`config.mk`:
```
export PLATFORM = sky130hd
export DESIGN_NAME = scan_mux
export DESIGN_NICKNAME = d
export VERILOG_FILES = /design/src/rtl/scan_mux.sv
export SDC_FILE = /design/constraint.sdc
export NUM_CORES = 1
export LEC_CHECK = 0
export ABC_CLOCK_PERIOD_IN_PS = 6200
export CAP_MARGIN = 10
export CORE_ASPECT_RATIO = 1.5
export CORE_MARGIN = 2
export CORE_UTILIZATION = 35
export DETAILED_ROUTE_END_ITERATION = 10
export SETUP_SLACK_MARGIN = 0.02
export SYNTH_ARGS = -nofsm -noshare
export SYNTH_HDL_FRONTEND = slang
export SYNTH_SLANG_ARGS = --single-unit
```
`constraint.sdc`:
```
create_clock -name clk -period 6.2 [get_ports clk]
set_input_delay 0.62 -clock clk [delete_from_list [all_inputs] [get_ports clk]]
set_output_delay 0.62 -clock clk [all_outputs]
set_load 0.03 [all_outputs]
```
`src/rtl/scan_mux.sv`:
```
// ---------------------------------------------------------------------------
// scan_mux
//
// Takes a snapshot of N_INPUTS data lanes and sends it out on a valid/ready
// stream. A snapshot is accepted when in_valid && in_ready. What happens next
// depends on the mode sampled at that accept:
//   DIRECT (mode=0) : one beat carrying lane 'sel'. The beat has out_last=1.
//   SCAN   (mode=1) : N_INPUTS beats carrying lanes 0..N_INPUTS-1 in order.
//                     out_last is set on the final beat only.
// Every output is driven from a flop. A new transaction can start only after
// the block returns to IDLE, so there is one idle bubble between two
// transactions.
//
// Ports
//   clk        single clock; all state changes on the rising edge
//   rst        synchronous reset, active high
//   in_array   lane data, N_INPUTS lanes of DATAWIDTH bits each
//   in_valid   snapshot request
//   in_ready   snapshot can be accepted (high only in IDLE)
//   mode       0 = DIRECT, 1 = SCAN (sampled on accept)
//   sel        lane select for DIRECT (sampled on accept)
//   out        beat data
//   out_idx    lane index of the current beat
//   out_valid  out / out_idx / out_last are valid
//   out_ready  downstream accepts the current beat
//   out_last   final beat of the transaction
// ---------------------------------------------------------------------------
module scan_mux #(
  parameter int DATAWIDTH = 16,
  parameter int N_INPUTS  = 8,
  parameter int SELWIDTH  = 3
) (
  input  logic                 clk,
  input  logic                 rst,
  input  logic [DATAWIDTH-1:0] in_array [N_INPUTS-1:0],
  input  logic                 in_valid,
  output logic                 in_ready,
  input  logic                 mode,
  input  logic [SELWIDTH-1:0]  sel,
  output logic [DATAWIDTH-1:0] out,
  output logic [SELWIDTH-1:0]  out_idx,
  output logic                 out_valid,
  input  logic                 out_ready,
  output logic                 out_last
);

  typedef enum logic {
    IDLE  = 1'b0,
    DRAIN = 1'b1
  } state_t;

  // Index of the final SCAN beat. The scan stops here even when
  // 2**SELWIDTH is larger than N_INPUTS.
  localparam logic [SELWIDTH-1:0] LAST_IDX = SELWIDTH'(N_INPUTS - 1);

  state_t               state_reg, state_next;
  logic [DATAWIDTH-1:0] out_reg, out_next;
  logic [SELWIDTH-1:0]  idx_reg, idx_next;
  logic                 valid_reg, valid_next;
  logic                 last_reg, last_next;

  // Snapshot buffer. SCAN beats are read only from this buffer, so
  // changes on in_array during DRAIN do not affect the output.
  logic [DATAWIDTH-1:0] snap_reg [N_INPUTS-1:0];
  logic                 snap_load;

  logic [SELWIDTH-1:0]  idx_inc;
  logic [DATAWIDTH-1:0] live_lane;  // in_array[sel], or 0 when sel is out of range
  logic [DATAWIDTH-1:0] next_lane;  // snap_reg[idx_reg + 1]
  logic                 xfer;

  assign idx_inc = idx_reg + SELWIDTH'(1);
  assign xfer    = valid_reg && out_ready;

  // Lane multiplexers. Each one compares against every legal lane index.
  // A select with no matching lane (sel >= N_INPUTS) gives zero and never
  // reads outside the array.
  always_comb begin
    live_lane = '0;
    next_lane = '0;
    for (int i = 0; i < N_INPUTS; i++) begin
      if (sel == SELWIDTH'(i)) begin
        live_lane = in_array[i];
      end
      if (idx_inc == SELWIDTH'(i)) begin
        next_lane = snap_reg[i];
      end
    end
  end

  // Next-state and output logic
  always_comb begin
    state_next = state_reg;
    out_next   = out_reg;
    idx_next   = idx_reg;
    valid_next = valid_reg;
    last_next  = last_reg;
    snap_load  = 1'b0;

    case (state_reg)
      IDLE: begin
        if (in_valid) begin
          state_next = DRAIN;
          valid_next = 1'b1;
          if (mode) begin
            // SCAN: lane 0 comes straight from the inputs on the same edge
            // that loads the buffer, so the first beat appears in the next
            // cycle. N_INPUTS >= 2, so the first beat is never the last.
            snap_load = 1'b1;
            out_next  = in_array[0];
            idx_next  = '0;
            last_next = 1'b0;
          end else begin
            out_next  = live_lane;
            idx_next  = sel;
            last_next = 1'b1;
          end
        end
      end

      DRAIN: begin
        if (xfer) begin
          if (last_reg) begin
            // Leave out / out_idx as they are. Only the qualifiers drop.
            state_next = IDLE;
            valid_next = 1'b0;
            last_next  = 1'b0;
          end else begin
            // Only SCAN reaches a non-final transfer.
            idx_next  = idx_inc;
            out_next  = next_lane;
            last_next = (idx_inc == LAST_IDX);
          end
        end
      end

      default: begin
        state_next = IDLE;
        valid_next = 1'b0;
        last_next  = 1'b0;
      end
    endcase
  end

  always_ff @(posedge clk) begin
    if (rst) begin
      state_reg <= IDLE;
      out_reg   <= '0;
      idx_reg   <= '0;
      valid_reg <= 1'b0;
      last_reg  <= 1'b0;
    end else begin
      state_reg <= state_next;
      out_reg   <= out_next;
      idx_reg   <= idx_next;
      valid_reg <= valid_next;
      last_reg  <= last_next;
    end
  end

  always_ff @(posedge clk) begin
    if (rst) begin
      for (int i = 0; i < N_INPUTS; i++) begin
        snap_reg[i] <= '0;
      end
    end else if (snap_load) begin
      for (int i = 0; i < N_INPUTS; i++) begin
        snap_reg[i] <= in_array[i];
      end
    end
  end

  // in_ready is decoded from the state flop only, so it has no
  // combinational path from out_ready.
  assign in_ready  = (state_reg == IDLE);
  assign out       = out_reg;
  assign out_idx   = idx_reg;
  assign out_valid = valid_reg;
  assign out_last  = last_reg;

endmodule

```
==> results of run 1 <==
-- critical path: cells and delay by family (launching register included) --
kind	cells	cell delay, ns
DFF	1	0.38
buffers and inverters	2	0.46
and+or+nand+nor	1	1.01
AOI/OAI and AO/OA	4	0.95
adders and majority gates	1	0.51
-- cell usage after synthesis (all sizes together), types with 3 or more instances --
cell type / n
edfxtp: 128
a221oi: 45
or2: 4
dfxtp: 22
nand2: 24
a2111oi: 19
mux2i: 31
nor2: 41
and2: 97
nor2b: 77
clkbuf: 39
buf: 28
a211oi: 43
inv: 6
nand3: 6
a21oi: 37
nand2b: 3
o31ai: 13
o21ai: 23
ha: 5
a22oi: 3
nor3b: 3
o211ai: 26
nor3: 4
-- final timing paths --
path,from,endpoint,slack [ns],cells after the start
min,out[0]$_SDFFE_PP0P_,out[0]$_SDFFE_PP0P_,0.50,2
max reg2reg,out_idx[0]$_SDFFE_PP0P_,out[5]$_SDFFE_PP0P_,2.80,8
min reg2reg,out[0]$_SDFFE_PP0P_,out[0]$_SDFFE_PP0P_,0.50,2
max,out_idx[0]$_SDFFE_PP0P_,out[5]$_SDFFE_PP0P_,2.80,8
-- where the power goes --
group / switching (mW) / internal (mW) / leakage, nW
Sequential: 0.0300 / 1.17 / 1.53
Clock: 0.429 / 0.639 / 0.285
Combinational: 0.275 / 0.206 / 1.82
-- logic make-up after synthesis --
logic type                 Yosys count  share of synthesized area, %
xor gates and xnor gates             2                         0.398
DFF                                150                          52.4
muxes                               33                          4.07
and+or+nand+nor                    267                          18.5
adders and majority gates            5                         0.766
AOI/OAI and AO/OA                  220                          19.5
buffers and inverters               74                          4.32
-- per-stage QoR --
step,utilization (%),hold slack (ns)
global placement,42.9,0.490
global route,45.7,0.520
detailed placement,42.9,0.491
finish,45.7,0.496
CTS,45.5,0.499
floorplan,-,0.599
-- placed cells by master (no fill, tap or decap), types with 13 or more instances in the layout --
master | Yosys | final
buf_4 | 9 | 13
o211ai_1 | 26 | 26
a211oi_1 | 43 | 43
clkdlybuf4s50_1 | 0 | 154
o21ai_0 | 22 | 22
nand2_1 | 24 | 24
clkbuf_16 | 0 | 17
a221oi_1 | 45 | 45
a2111oi_0 | 19 | 19
dfxtp_1 | 22 | 22
o31ai_1 | 13 | 13
mux2i_1 | 31 | 31
and2_1 | 97 | 97
nor2_1 | 41 | 40
nor2b_1 | 77 | 76
edfxtp_1 | 128 | 128
a21oi_1 | 36 | 36
-- routing by layer --
metal	part of all wire (%)	GRT usage [%]
met5	0	0
met2	54	40.8
met4	5.2	12.6
met3	4.0	2.99
met1	37	24.2
-- cell type report --
cell class	count	area, µm²
well taps	280	350
repair buffers	170	1680
fillers	2170	12500
clock inverters	13	170
clock buffers	19	433
multi-input cells	527	3550
flip-flops and latches	150	4280
inverters	7	26.3
==> reports/results.txt, run 1 <==
Final ANT Viol Nets -> 0
top post-synthesis cells by area -> edfxtp_1 47%, and2_1 7.4%, nor2b_1 5.9%, dfxtp_1 5.4%, a221oi_1 4.8%
dpl cell area -> 0.00986 mm²
top-area cell type share of the netlist area -> 47.0%
Worst Skew -> 0.0106 ns
outcome -> finished clean
H-tree depth -> 4
Final Max Tran Viols -> 0
ys flop type -> edfxtp_1
peak supply drop -> 0.176 mV
share of cells above drive strength 1 -> 6.77%
Resize count post-CTS -> 0
NumNets Final -> 1014
critical path's slowest cell -> nor2b_1
max reg flops -> 128
DRT iter0 DRCs -> 480
Mapped Nets -> 892
Place WS -> 2.51 ns
Post-Layout Cell Count -> 1166
final hold viol count -> 0
Final Cell Area -> 0.0105 mm²
clk slew on worst S/H paths -> 0.06 ns
Crit Path Max Fanout -> 13
CP required -> 6.53 ns
area leader, netlist -> edfxtp_1
Cell Chain, Critical Path -> inv_1 > ha_1 > buf_4 > nor2b_1 > a221oi_1 > a21oi_1 > o211ai_1 > a211oi_1
count of different cell masters after synthesis -> 49
setup bufs post-CTS -> 0
vias in the first global route -> 6641
PwrDens -> 262 mW/mm²
CTS Buffer Depth -> 2
final worst-path setup slack -> 2.80 ns
Max Cap Viol -> 0
Syn Inst Count -> 751
clock root cell -> clkbuf_16
first-pass GRT wire length -> 39800 µm
DRT Pass-1 Iters -> 5
P_leak -> 3.64 nW
EDFF count, synth -> 128
cts hold-fix bufs -> 0
Synth async-reset ratio -> 0%
Die Footprint -> 0.0246 mm²
WL final -> 27000 µm
largest net degree at the start of global routing -> 97
count of final setup violators -> 0
YS warnings -> 0
core area -> 0.0230 mm²
GPL Wtd Cong -> 0.850
post-placement cell count -> 1132
Area Overhead vs Synth -> 28.4%
register area share after synthesis -> 52.4%
io pins -> 158
Worst Path Arrival -> 3.73 ns
RSZ-0062 raised after global routing -> false
via count -> 6625
die span in x -> 129 µm
gr usage total -> 22.2%
Slew headroom -> 15.2%
grt ovf -> 0
initial antenna violation count -> 0
# rows -> 68
Via density -> 5.68
Die Height -> 191 µm
Setup crit start kind -> flop
DRC viols -> 0
clock latency on the worst-skew pair -> 0.42 ns
Tightest Pin Transition -> 1.27 ns
Antenna Cells -> 0
CTS tree -> yes
TritonCTS sink count -> 150
crit-path max cell delay -> 1.01 ns
WL/cell -> 23.2 µm
Crit Path Category -> reg -> reg
FMAX -> 294 MHz
final period utilization -> 54.9%
Worst Setup End Kind -> flop
Seq cells post-synth -> 150
DP HPWL -> 18900 µm
Avg Inst Size Synth -> 10.9 µm²
initial core utilization -> 35.6%
PortBufs -> 157
Tightest Hold Check Type -> reg -> reg
Pwr Total -> 2.75 mW
TNS Setup -> 0 ns
Synth Cell Area -> 0.00817 mm²
TritonCTS Buffers -> 17
post-layout minimum cycle time -> 3.40 ns
No activity file was read; power rests on OpenSTA's default activity.
==> run 2, diff against run 1 <==
--- a/config.mk
+++ b/config.mk
@@ -5,7 +5,7 @@
 export SDC_FILE = /design/constraint.sdc
 export NUM_CORES = 1
 export LEC_CHECK = 0
-export ABC_CLOCK_PERIOD_IN_PS = 6200
+export ABC_CLOCK_PERIOD_IN_PS = 3500
 export CAP_MARGIN = 10
 export CORE_ASPECT_RATIO = 1.5
 export CORE_MARGIN = 2
==> constraint.sdc (replaced) <==
create_clock -name clk -period 3.5 [get_ports clk]
set_input_delay 0.35 -clock clk [delete_from_list [all_inputs] [get_ports clk]]
set_output_delay 0.35 -clock clk [all_outputs]
set_load 0.03 [all_outputs]
==> run 2 against run 1 <==
  * Power rose by 80%
  * Worst hold slack got worse by 0.034 ns
  * Clock power rose by 81%
  * Design area rose by 1.4%
  * Final cell count rose by 1.3%
==> reports/results.txt, run 2 (synthesized netlist as in run 1, its figures left out) <==
outcome -> finished clean
core area -> 0.0230 mm²
Worst Path Arrival -> 2.95 ns
commonest non-fill, non-tap cell in the layout -> clkdlybuf4s50_1
WHS -> 0.462 ns
Die Footprint -> 0.0246 mm²
Antenna Cells -> 0
CTS tree -> yes
vias in the first global route -> 6456
Crit Path Category -> reg -> reg
critical path capture point -> out[4]$_SDFFE_PP0P_
P_leak -> 3.73 nW
CP Launch Point -> out_idx[1]$_SDFFE_PP0P_
clock root cell -> clkbuf_16
GPL Wtd Cong -> 0.867
peak supply drop -> 0.346 mV
DRT iter0 DRCs -> 576
cts hold-fix bufs -> 0
# rows -> 68
DP HPWL -> 20000 µm
gr usage total -> 22.5%
WL final -> 27400 µm
TritonCTS Buffers -> 17
Max Cap Viol -> 0
TritonCTS sink count -> 150
Via density -> 5.62
final period utilization -> 75.9%
Worst Skew -> 0.00708 ns
Area Overhead vs Synth -> 30.2%
setup bufs post-CTS -> 0
worst reg2reg endpoint -> out[4]$_SDFFE_PP0P_
share of cells above drive strength 1 -> 8.21%
io pins -> 158
Hold Startpoint -> sel[0]
CP required -> 3.79 ns
DRT Pass-1 Iters -> 5
Die Height -> 191 µm
initial antenna violation count -> 0
grt ovf -> 0
count of final setup violators -> 0
DRC viols -> 0
H-tree depth -> 4
Crit Path Max Fanout -> 18
Final ANT Viol Nets -> 0
post-layout minimum cycle time -> 2.66 ns
max reg flops -> 128
Worst Setup End Kind -> flop
WL/cell -> 23.2 µm
clk slew on worst S/H paths -> 0.06 ns
initial core utilization -> 35.6%
PortBufs -> 157
FMAX -> 377 MHz
die span in x -> 129 µm
NumNets Final -> 1029
CTS Buffer Depth -> 2
reg-to-reg setup timing slack -> 0.84 ns
Slew headroom -> 53.9%
most frequent cells in the layout -> 154 x clkdlybuf4s50_1, 128 x edfxtp_1, 97 x and2_1
Tightest Hold Check Type -> in -> reg
largest net degree at the start of global routing -> 61
TNS Setup -> 0 ns
clock latency on the worst-skew pair -> 0.43 ns
Resize count post-CTS -> 0
final hold viol count -> 0
RSZ-0062 raised after global routing -> false
Setup crit start kind -> flop
Final Max Tran Viols -> 0
Tightest Pin Transition -> 0.690 ns
R2R cell count -> 7
first-pass GRT wire length -> 40000 µm
PwrDens -> 465 mW/mm²
reg-to-reg startpoint -> out_idx[1]$_SDFFE_PP0P_
via count -> 6633
run 2: cell count changes in the layout (fill, tap and decap cells not counted), sizes merged:
cell,previous run,this run
buf,16,31
inv,10,7
bufinv,3,4
clkinvlp,3,2
clkbuf,19,20
clkinv,4,6
run 2: per-layer routing:
layer,share of wire (%),GRT usage [%],vias up
met5,0,0,-
met4,4.3,11.4,0
met3,5.2,3.11,46
met2,55,40.8,254
met1,36,25.5,3210
li1,-,-,3123
run 2: worst min path at each step:
| stage | to | slack (ns) | cells past startpoint |
|---|---|---|---|
| 2_1_floorplan | snap_reg[0][0]$_SDFFCE_PN0P_ | 0.55 | 1 |
| 3_3_place_gp | out[1]$_SDFFE_PP0P_ | 0.49 | 2 |
| 3_5_place_dp | out[10]$_SDFFE_PP0P_ | 0.49 | 2 |
| 4_1_cts | out_idx[0]$_SDFFE_PP0P_ | 0.44 | 3 |
| 5_1_grt | out_idx[0]$_SDFFE_PP0P_ | 0.50 | 3 |
| 6_report | out_idx[0]$_SDFFE_PP0P_ | 0.46 | 3 |
run 2: power breakdown:
| part | switching (mW) | internal [mW] | leakage [nW] |
|---|---|---|---|
| Combinational | 0.490 | 0.381 | 1.90 |
| Clock | 0.732 | 1.21 | 0.300 |
| Sequential | 0.0583 | 2.08 | 1.53 |
| Total | 1.28 | 3.67 | 3.73 |
run 2: cell type report:
class / count / area [µm²]
fill: 2160 / 12300
inverter: 7 / 26.3
sequential: 150 / 4280
timing repair buffer: 185 / 1810
multi-input combinational: 527 / 3550
tap: 280 / 350
clock buffer: 20 / 447
clock inverter: 12 / 176
run 2: through the flow:
stage / worst slack (ns) / instance area (µm²) / std cells / util [%] / total power [mW]
2_1_floorplan: 0.739 / 8170 / 751 / - / 2.61
3_3_place_gp: 0.808 / 10000 / 1149 / 43.6 / 3.04
3_5_place_dp: 0.761 / 10000 / 1149 / 43.6 / 3.05
4_1_cts: 0.870 / 10600 / 1181 / 46.3 / 4.97
5_1_grt: 0.550 / 10600 / 1181 / 46.3 / 5.11
6_report: 0.844 / 10600 / 1181 / 46.3 / 4.95
run 2: critical path: stages (launching register included):
cell	delay [ns]
dfxtp_1	0.35
inv_1	0.11
ha_1	0.54
clkinv_1	0.70
nor2_1	0.25
nor3_1	0.06
a2111oi_0	0.36
o32ai_1	0.14
